File: src/rtl/pong_pkg.sv
// Shared types and constants for the pong game engine.
package pong_pkg;

  localparam int COORD_W  = 12;  // pixel coordinate width
  localparam int SCOORD_W = 13;  // signed width for motion/collision maths

  typedef enum logic [2:0] {
    IDLE,
    SERVE,
    PLAY,
    POINT,
    GAME_OVER
  } state_t;

  localparam logic [7:0] RGB_BALL   = 8'hE0;
  localparam logic [7:0] RGB_PADDLE = 8'hFF;
  localparam logic [7:0] RGB_NET    = 8'h49;
  localparam logic [7:0] RGB_BG     = 8'h00;

  // Zero-extend an unsigned coordinate into the signed arithmetic domain.
  function automatic logic signed [SCOORD_W-1:0] sx(input logic [COORD_W-1:0] v);
    return $signed({1'b0, v});
  endfunction

endpackage

File: src/rtl/pong_paddle_ctrl.sv
// One paddle: moves its centre row once per frame and clamps to the screen.
module pong_paddle_ctrl
  import pong_pkg::*;
#(
  parameter int DISP_ROWS     = 600,
  parameter int PADDLE_HEIGHT = 44,
  parameter int PADDLE_SPEED  = 4
) (
  input  logic               clk,
  input  logic               rst,
  input  logic               frame_tick,
  input  logic               up,
  input  logic               down,
  output logic [COORD_W-1:0] centre
);

  localparam logic [COORD_W-1:0] LO   = COORD_W'(PADDLE_HEIGHT / 2);
  localparam logic [COORD_W-1:0] HI   = COORD_W'(DISP_ROWS - 1 - PADDLE_HEIGHT / 2);
  localparam logic [COORD_W-1:0] STEP = COORD_W'(PADDLE_SPEED);
  localparam logic [COORD_W-1:0] HOME = COORD_W'(DISP_ROWS / 2);

  // Step on frame_tick; an overshooting move lands exactly on the limit.
  always_ff @(posedge clk) begin
    if (rst) begin
      centre <= HOME;
    end else if (frame_tick) begin
      if (up && !down)
        centre <= (centre < LO + STEP) ? LO : centre - STEP;
      else if (down && !up)
        centre <= (centre + STEP > HI) ? HI : centre + STEP;
    end
  end

endmodule

File: src/rtl/pong_game_engine.sv
// Pong game state (paddles, ball, scores, FSM) and registered pixel colour.
module pong_game_engine
  import pong_pkg::*;
#(
  parameter int DISP_COLS     = 800,
  parameter int DISP_ROWS     = 600,
  parameter int PADDLE_HEIGHT = 44,
  parameter int PADDLE_WIDTH  = 12,
  parameter int PADDLE_INSET  = 15,
  parameter int PADDLE_SPEED  = 4,
  parameter int BALL_HEIGHT   = 8,
  parameter int BALL_WIDTH    = 6,
  parameter int BALL_SPEED    = 2,
  parameter int SERVE_FRAMES  = 60,
  parameter int WIN_SCORE     = 7
) (
  input  logic               clk,
  input  logic               rst,
  input  logic               move_up_control_p0,
  input  logic               move_down_control_p0,
  input  logic               move_up_control_p1,
  input  logic               move_down_control_p1,
  input  logic               serve,
  input  logic [COORD_W-1:0] col_counter,
  input  logic [COORD_W-1:0] row_counter,
  output logic [7:0]         rgb,
  output logic [3:0]         score_p0,
  output logic [3:0]         score_p1,
  output logic               game_over,
  output logic               winner
);

  localparam int SW    = SCOORD_W;
  localparam int CNT_W = $clog2(SERVE_FRAMES + 1);

  // Ball extent around its centre: [c-W/2, c+W-1-W/2].
  localparam logic signed [SW-1:0] BW2     = SW'(BALL_WIDTH / 2);
  localparam logic signed [SW-1:0] BR_OFF  = SW'(BALL_WIDTH - 1 - BALL_WIDTH / 2);
  localparam logic signed [SW-1:0] BH2     = SW'(BALL_HEIGHT / 2);
  localparam logic signed [SW-1:0] BB_OFF  = SW'(BALL_HEIGHT - 1 - BALL_HEIGHT / 2);
  localparam logic signed [SW-1:0] PH2     = SW'(PADDLE_HEIGHT / 2);
  localparam logic signed [SW-1:0] PB_OFF  = SW'(PADDLE_HEIGHT - 1 - PADDLE_HEIGHT / 2);
  localparam logic signed [SW-1:0] BSPD    = SW'(BALL_SPEED);
  localparam logic signed [SW-1:0] ZERO    = '0;
  localparam logic signed [SW-1:0] COL_MAX = SW'(DISP_COLS - 1);
  localparam logic signed [SW-1:0] BOT_LIM = SW'(DISP_ROWS - 1 - (BALL_HEIGHT - 1 - BALL_HEIGHT / 2));
  // The paddles' inner (ball-facing) faces sit on the inset column from each side.
  localparam logic signed [SW-1:0] LP_R    = SW'(PADDLE_INSET);
  localparam logic signed [SW-1:0] LP_L    = SW'(PADDLE_INSET - PADDLE_WIDTH + 1);
  localparam logic signed [SW-1:0] RP_L    = SW'(DISP_COLS - 1 - PADDLE_INSET);
  localparam logic signed [SW-1:0] RP_R    = SW'(DISP_COLS - 1 - PADDLE_INSET + PADDLE_WIDTH - 1);
  localparam logic signed [SW-1:0] L_SNAP  = SW'(PADDLE_INSET + 1 + BALL_WIDTH / 2);
  localparam logic signed [SW-1:0] R_SNAP  = SW'(DISP_COLS - 1 - PADDLE_INSET - 1 - BALL_WIDTH / 2);

  localparam logic [COORD_W-1:0] HOME_C = COORD_W'(DISP_COLS / 2);
  localparam logic [COORD_W-1:0] HOME_R = COORD_W'(DISP_ROWS / 2);
  localparam logic [3:0]         WIN    = 4'(WIN_SCORE);

  state_t             state;
  logic [COORD_W-1:0] ball_col, ball_row, pad_row0, pad_row1;
  logic               vx_neg, vy_neg, scorer, serve_pend;
  logic [CNT_W-1:0]   serve_cnt;

  logic frame_tick, serve_req;
  assign frame_tick = (col_counter == '0) && (row_counter == COORD_W'(DISP_ROWS));
  assign serve_req  = serve | serve_pend;

  pong_paddle_ctrl #(.DISP_ROWS(DISP_ROWS), .PADDLE_HEIGHT(PADDLE_HEIGHT), .PADDLE_SPEED(PADDLE_SPEED))
    u_pad0 (.clk(clk), .rst(rst), .frame_tick(frame_tick),
            .up(move_up_control_p0), .down(move_down_control_p0), .centre(pad_row0));
  pong_paddle_ctrl #(.DISP_ROWS(DISP_ROWS), .PADDLE_HEIGHT(PADDLE_HEIGHT), .PADDLE_SPEED(PADDLE_SPEED))
    u_pad1 (.clk(clk), .rst(rst), .frame_tick(frame_tick),
            .up(move_up_control_p1), .down(move_down_control_p1), .centre(pad_row1));

  logic signed [SW-1:0] nx, ny, ny_w, nx_f, b_l, b_r, b_t, b_b;
  logic                 vy_neg_n, hit_l, hit_r, miss_l, miss_r;

  // Next ball position with wall snapping, paddle bounces and miss detection.
  always_comb begin
    nx       = sx(ball_col) + (vx_neg ? -BSPD : BSPD);
    ny       = sx(ball_row) + (vy_neg ? -BSPD : BSPD);
    ny_w     = ny;
    vy_neg_n = vy_neg;
    if (ny < BH2) begin
      ny_w     = BH2;
      vy_neg_n = 1'b0;
    end else if (ny > BOT_LIM) begin
      ny_w     = BOT_LIM;
      vy_neg_n = 1'b1;
    end
    b_l    = nx - BW2;
    b_r    = nx + BR_OFF;
    b_t    = ny_w - BH2;
    b_b    = ny_w + BB_OFF;
    hit_l  = vx_neg && (b_l <= LP_R) && (b_r >= LP_L) &&
             (b_t <= sx(pad_row0) + PB_OFF) && (b_b >= sx(pad_row0) - PH2);
    hit_r  = !vx_neg && (b_r >= RP_L) && (b_l <= RP_R) &&
             (b_t <= sx(pad_row1) + PB_OFF) && (b_b >= sx(pad_row1) - PH2);
    miss_l = !hit_l && !hit_r && (b_l <= ZERO);
    miss_r = !hit_l && !hit_r && (b_r >= COL_MAX);
    nx_f   = hit_l ? L_SNAP : (hit_r ? R_SNAP : nx);
  end

  // Game FSM, serve latch, ball motion and scoring; all updates gated by frame_tick.
  always_ff @(posedge clk) begin
    if (rst) begin
      state      <= IDLE;
      ball_col   <= HOME_C;
      ball_row   <= HOME_R;
      vx_neg     <= 1'b0;
      vy_neg     <= 1'b0;
      scorer     <= 1'b0;
      serve_pend <= 1'b0;
      serve_cnt  <= '0;
      score_p0   <= '0;
      score_p1   <= '0;
      game_over  <= 1'b0;
      winner     <= 1'b0;
    end else begin
      if (frame_tick)  serve_pend <= 1'b0;
      else if (serve)  serve_pend <= 1'b1;
      if (frame_tick) begin
        case (state)
          IDLE: begin
            serve_cnt <= '0;
            if (serve_req) state <= SERVE;
          end
          SERVE: begin
            if (serve_cnt == CNT_W'(SERVE_FRAMES - 1)) begin
              state     <= PLAY;
              serve_cnt <= '0;
            end else begin
              serve_cnt <= serve_cnt + 1'b1;
            end
          end
          PLAY: begin
            if (miss_l || miss_r) begin
              state  <= POINT;
              scorer <= miss_l;  // left miss means p1 scored
            end else begin
              ball_col <= COORD_W'(nx_f);
              ball_row <= COORD_W'(ny_w);
              vx_neg   <= hit_r ? 1'b1 : (hit_l ? 1'b0 : vx_neg);
              vy_neg   <= vy_neg_n;
            end
          end
          POINT: begin
            ball_col <= HOME_C;
            ball_row <= HOME_R;
            vx_neg   <= scorer;  // relaunch toward the player who conceded
            if (scorer) score_p1 <= score_p1 + 4'd1;
            else        score_p0 <= score_p0 + 4'd1;
            if ((scorer ? score_p1 : score_p0) + 4'd1 == WIN) begin
              state     <= GAME_OVER;
              game_over <= 1'b1;
              winner    <= scorer;
            end else begin
              state     <= SERVE;
              serve_cnt <= '0;
            end
          end
          GAME_OVER: begin
            if (serve_req) begin
              state     <= SERVE;
              serve_cnt <= '0;
              score_p0  <= '0;
              score_p1  <= '0;
              game_over <= 1'b0;
            end
          end
          default: state <= IDLE;
        endcase
      end
    end
  end

  logic signed [SW-1:0] pc, pr;
  logic                 ball_px, pad_px, net_px;
  logic [7:0]           pix;

  // Object hit-test for the current pixel, priority ball > paddles > net.
  always_comb begin
    pc      = sx(col_counter);
    pr      = sx(row_counter);
    ball_px = (state != GAME_OVER) &&
              (pc >= sx(ball_col) - BW2) && (pc <= sx(ball_col) + BR_OFF) &&
              (pr >= sx(ball_row) - BH2) && (pr <= sx(ball_row) + BB_OFF);
    pad_px  = ((pc >= LP_L) && (pc <= LP_R) &&
               (pr >= sx(pad_row0) - PH2) && (pr <= sx(pad_row0) + PB_OFF)) ||
              ((pc >= RP_L) && (pc <= RP_R) &&
               (pr >= sx(pad_row1) - PH2) && (pr <= sx(pad_row1) + PB_OFF));
    net_px  = (col_counter == HOME_C) && !row_counter[3];
    pix     = RGB_BG;
    if (col_counter < COORD_W'(DISP_COLS) && row_counter < COORD_W'(DISP_ROWS)) begin
      if (ball_px)     pix = RGB_BALL;
      else if (pad_px) pix = RGB_PADDLE;
      else if (net_px) pix = RGB_NET;
    end
  end

  // One-cycle registered colour.
  always_ff @(posedge clk) begin
    if (rst) rgb <= RGB_BG;
    else     rgb <= pix;
  end

endmodule

File: config.mk
export PLATFORM = sky130hd
export DESIGN_NAME = pong_game_engine
export DESIGN_NICKNAME = d
export VERILOG_FILES = /design/src/rtl/pong_pkg.sv /design/src/rtl/pong_paddle_ctrl.sv /design/src/rtl/pong_game_engine.sv
export SDC_FILE = /design/constraint.sdc
export NUM_CORES = 1
export LEC_CHECK = 0
export CORE_ASPECT_RATIO = 1.75
export CORE_UTILIZATION = 40
export DETAILED_ROUTE_END_ITERATION = 7
export SETUP_SLACK_MARGIN = 0.5
export SLEW_MARGIN = 20
export SYNTH_ARGS = -nofsm -noshare
export SYNTH_HDL_FRONTEND = slang
export SYNTH_HIERARCHICAL = 1
export SYNTH_SLANG_ARGS = --single-unit
File: constraint.sdc
create_clock -name clk -period 13.18 [get_ports clk]
set_input_delay 1.977 -clock clk [delete_from_list [all_inputs] [get_ports clk]]
set_output_delay 1.977 -clock clk [all_outputs]
set_load 0.005 [all_outputs]
==> impl_metrics.py <==
metrics = {
    "synth": {
        "syn_inst": 1529,
        "synth_top_area_cell": "ha_1",
        "synth_edf_count": 0,
        "synth_top_area_share_pct": 21.1,
        "netlist_top_cells_area": "ha_1, dfxtp_1, xnor2_1",
        "ys.flop_type": "dfxtp_1",
        "netlist_area_um2": 11900,
        "syn_avg_cell_area_um2": 7.79,
        "synth_cell_type_count": 103,
        "synth-seq-cells": 75,
        "synthArstFlopShare_pct": 0,
        "yosysSeqAreaShare_pct": 12.6,
        "yosysWarnings": 6,
    },
    "global_routing": {
        "busiest_layer": "met2",
        "grt_pass1_wl_mm": 60.8,
        "use_met1_pct": 25.5,
        "met2_usage_pct": 49.5,
        "grt_overflow": 0,
        "antenna_found_initial": 0,
        "grt_pass1_vias": 11600,
        "grtUsageMet3_pct": 3.37,
        "grt_usage_pct": 25.4,
        "grt_max_degree": 40,
    },
    "power": {
        "p_switching_mw": 0.167,
        "cellPowerDensity_nw_per_um2": 44.5,
        "comb_power_share_pct": 12.8,
        "swShare_pct": 29.0,
        "pwr-share-seq_pct": 39.5,
        "clkPwrFrac_pct": 47.7,
        "p_int_mw": 0.407,
        "peakVddDrop_v": 0.0000399,
        "p_leak_nw": 5.04,
    },
    "worst_setup_path": {
        "critical_path_arrival_ns": 7.86,
        "cp-start-kind": "register",
        "ff2ff_path_depth": 24,
        "worstSetupPathType": "register to register",
        "worstPathMaxFanout": 39,
        "cp_slowest_cell": "o311ai_0",
        "path_cells": "ha_1, a21o_1, a21oi_1, o21bai_1, and2_1, o311ai_0, and3_1, nand4_1, o211ai_1, nor2b_1, nand2_1, nor3_1, ha_1, inv_1, or3_1, a221o_1, a2111oi_0, a211o_1, nand4_1, and4bb_4, o31ai_4, buf_4, or4_1, a21oi_1",
        "cp-end-kind": "register",
        "required_ns": 13.48,
        "cpPeakStageDelay_ns": 0.83,
    },
    "min_path": {
        "hp-class": "register to register",
        "holdPathStages": 2,
    },
    "clock_network": {
        "clockBufferDepth": 2,
        "cts_tree": "built",
        "cts_buffers": 9,
        "h-tree-depth": 3,
        "postCtsSetupRepairBufs": 0,
        "postCtsResizedCells": 0,
        "cts_num_sinks": 75,
        "clock_latency_ns": 0.37,
        "ctsHoldBuffers": 0,
        "clockRootBuffer": "clkbuf_16",
        "clk_pin_slew_worst_paths_ns": 0.07,
    },
    "floorplan": {
        "start_util_pct": 40.7,
        "die_h_um": 230,
        "pin_count": 49,
        "core_area_um2": 29300,
        "rows": 83,
        "die_x_um": 132,
        "dieArea_um2": 30500,
    },
    "sta": {
        "setup_violations": 0,
        "rsz0062_at_grt": "false",
        "finClkSkew_ns": 0.00760,
        "drv_slew": 0,
        "finalCritPeriodShare_pct": 57.3,
        "slew_headroom_pct": 35.3,
        "fmax_mhz": 132,
        "worstMarginPinSlew_ns": 0.959,
        "final_hold_viol_count": 0,
        "setup_tns_ns": 0,
        "min_period_ns": 7.56,
    },
    "final_layout": {
        "antenna_cells": 0,
        "multi_input_area_um2": 9840,
        "instances_no_fill": 1916,
        "fill_cells": 3050,
        "final_nets": 1763,
        "syn2layout_area_growth_pct": 8.29,
        "finish.utilization_pct": 44.0,
        "final_layout_size_suffix_gt1_share_pct": 5.48,
        "regArea_um2": 1500,
    },
    "job": {
        "drv_cap": 0,
    },
    "placed_design": {
        "place_inst": 1900,
        "place_congestion": 0.982,
        "dp_hpwl_mm": 30.6,
        "io_buffers": 48,
    },
    "routing": {
        "vias": 11600,
        "routedWlPerCell_um": 20.1,
        "dr.pass1.iters": 5,
        "ant_nets": 0,
        "wl_mm": 38.5,
        "drt-initial-drc-count": 677,
        "drc": 0,
        "vias_per_cell": 6.08,
    },
    "status": {
        "status": "complete, no violations",
    },
}
## logic make-up (layout without fill, tap and decap cells)
logic type                 after synthesis  count (layout)  share of synthesized area [%]
and+or+nand+nor                        550             550                           24.8
other                                    1               8                         0.0315
xor gates and xnor gates               122             122                           8.97
DFF                                     75              75                           12.6
buffers and inverters                  136             134                           5.16
AOI/OAI and AO/OA                      433             433                           26.3
adders and majority gates              203             203                           21.4
muxes                                    9               9                          0.767
## registers in the layout, indices dropped and copies added (netlist names), 4 cells and up
signal and flops:
ball_row 12, rgb 4, u_pad0/centre 12, score_p0 4, serve_cnt 6, ball_col 12, score_p1 4, u_pad1/centre 12
## routing by layer
metal,part of all wire [%],wire (um)
met5,0,0
met4,4.8,1850
met3,3.7,1410
met2,54,20800
met1,37,14400
## power groups by stage
stage | logic [mW] | registers, mW | clock network (mW)
after detailed placement | 0.0728 | 0.232 | 0
after CTS | 0.0733 | 0.227 | 0.283
after global placement | 0.0715 | 0.232 | 0
final | 0.0738 | 0.227 | 0.274
after floorplan | 0.0402 | 0.232 | 0
after global routing | 0.0817 | 0.227 | 0.287
## metrics by stage
stage	setup slack [ns]	cell area, um^2	hold WS (ns)	power, mW
after CTS	5.71	12900	0.489	0.583
after detailed placement	5.71	12600	0.478	0.305
after global routing	5.12	12900	0.514	0.596
after global placement	6.02	12600	0.472	0.304
after floorplan	6.75	11900	0.453	0.272
final	5.62	12900	0.485	0.574
## final cells by class
| cell class | count | area share (%) |
|---|---|---|
| clock buffers | 9 | 1.75 |
| clock inverters | 7 | 0.640 |
| inverters | 60 | 1.75 |
| multi-input cells | 1325 | 76.3 |
| flip-flops and latches | 75 | 11.6 |
| well taps | 382 | 3.71 |
| repair buffers | 58 | 4.27 |
## cell usage after synthesis (all sizes together) (5+ instances only)
| library cell | instances |
|---|---|
| o21a | 35 |
| a21oi | 92 |
| o22ai | 9 |
| o311ai | 6 |
| o31ai | 20 |
| or2 | 7 |
| nor3b | 5 |
| o2111ai | 6 |
| xor2 | 59 |
| and3 | 11 |
| nand4b | 5 |
| a311oi | 8 |
| ha | 201 |
| inv | 60 |
| a221oi | 5 |
| nor2b | 28 |
| mux2i | 8 |
| nand4 | 40 |
| nand2 | 87 |
| a2111oi | 12 |
| or4 | 12 |
| o21ai | 82 |
| or3 | 29 |
| nor4 | 31 |
| buf | 28 |
| clkbuf | 48 |
| and2 | 16 |
| nor3 | 55 |
| nand3b | 5 |
| a211o | 9 |
| o21bai | 7 |
| a21o | 37 |
| a21boi | 8 |
| nand2b | 32 |
| a211oi | 24 |
| dfxtp | 75 |
| xnor2 | 63 |
| nand3 | 53 |
| a31oi | 11 |
| nor2 | 116 |
| a31o | 5 |
| o211ai | 15 |
## final timing paths
path | startpoint | to | slack (ns)
setup / recovery | vy_neg | ball_col[5] | 5.62
hold / removal | winner | winner | 0.48
setup reg to reg | vy_neg | ball_col[5] | 5.62
hold reg to reg | winner | winner | 0.48
## cell usage in the layout (no fill, tap or decap), types with 8 or more instances in the layout
master	netlist	routed
o21a_1	35	35
ha_1	201	201
a211o_1	9	9
conb_1	1	8
nor3_1	53	52
a21oi_1	90	90
inv_1	60	60
nand3_1	53	53
a311oi_1	8	8
o21ai_0	76	76
dfxtp_1	75	75
xnor2_1	63	63
a21o_1	37	37
a211oi_1	17	17
nor4_1	29	29
o211ai_1	15	15
nand2b_1	30	30
nand2_1	87	87
o31ai_1	19	19
clkbuf_16	0	9
xor2_1	59	59
or3_1	28	28
and2_1	14	14
o22ai_1	9	9
nor2_1	115	115
and3_1	11	11
a31oi_1	11	11
nor2b_1	28	28
or4_1	9	9
nand4_1	39	39
mux2i_1	8	8
clkdlybuf4s50_1	0	47
buf_4	5	10
## worst max-delay path: cells and delay by family (launching register included)
| kind | cells | cell delay [ns] |
|---|---|---|
| flops | 1 | 0.66 |
| fa+ha+maj | 2 | 0.56 |
| simple gates | 10 | 2.91 |
| buf+inv | 2 | 0.32 |
| compound gates | 10 | 3.04 |
Note: power is estimated with default switching activity, not from simulation.
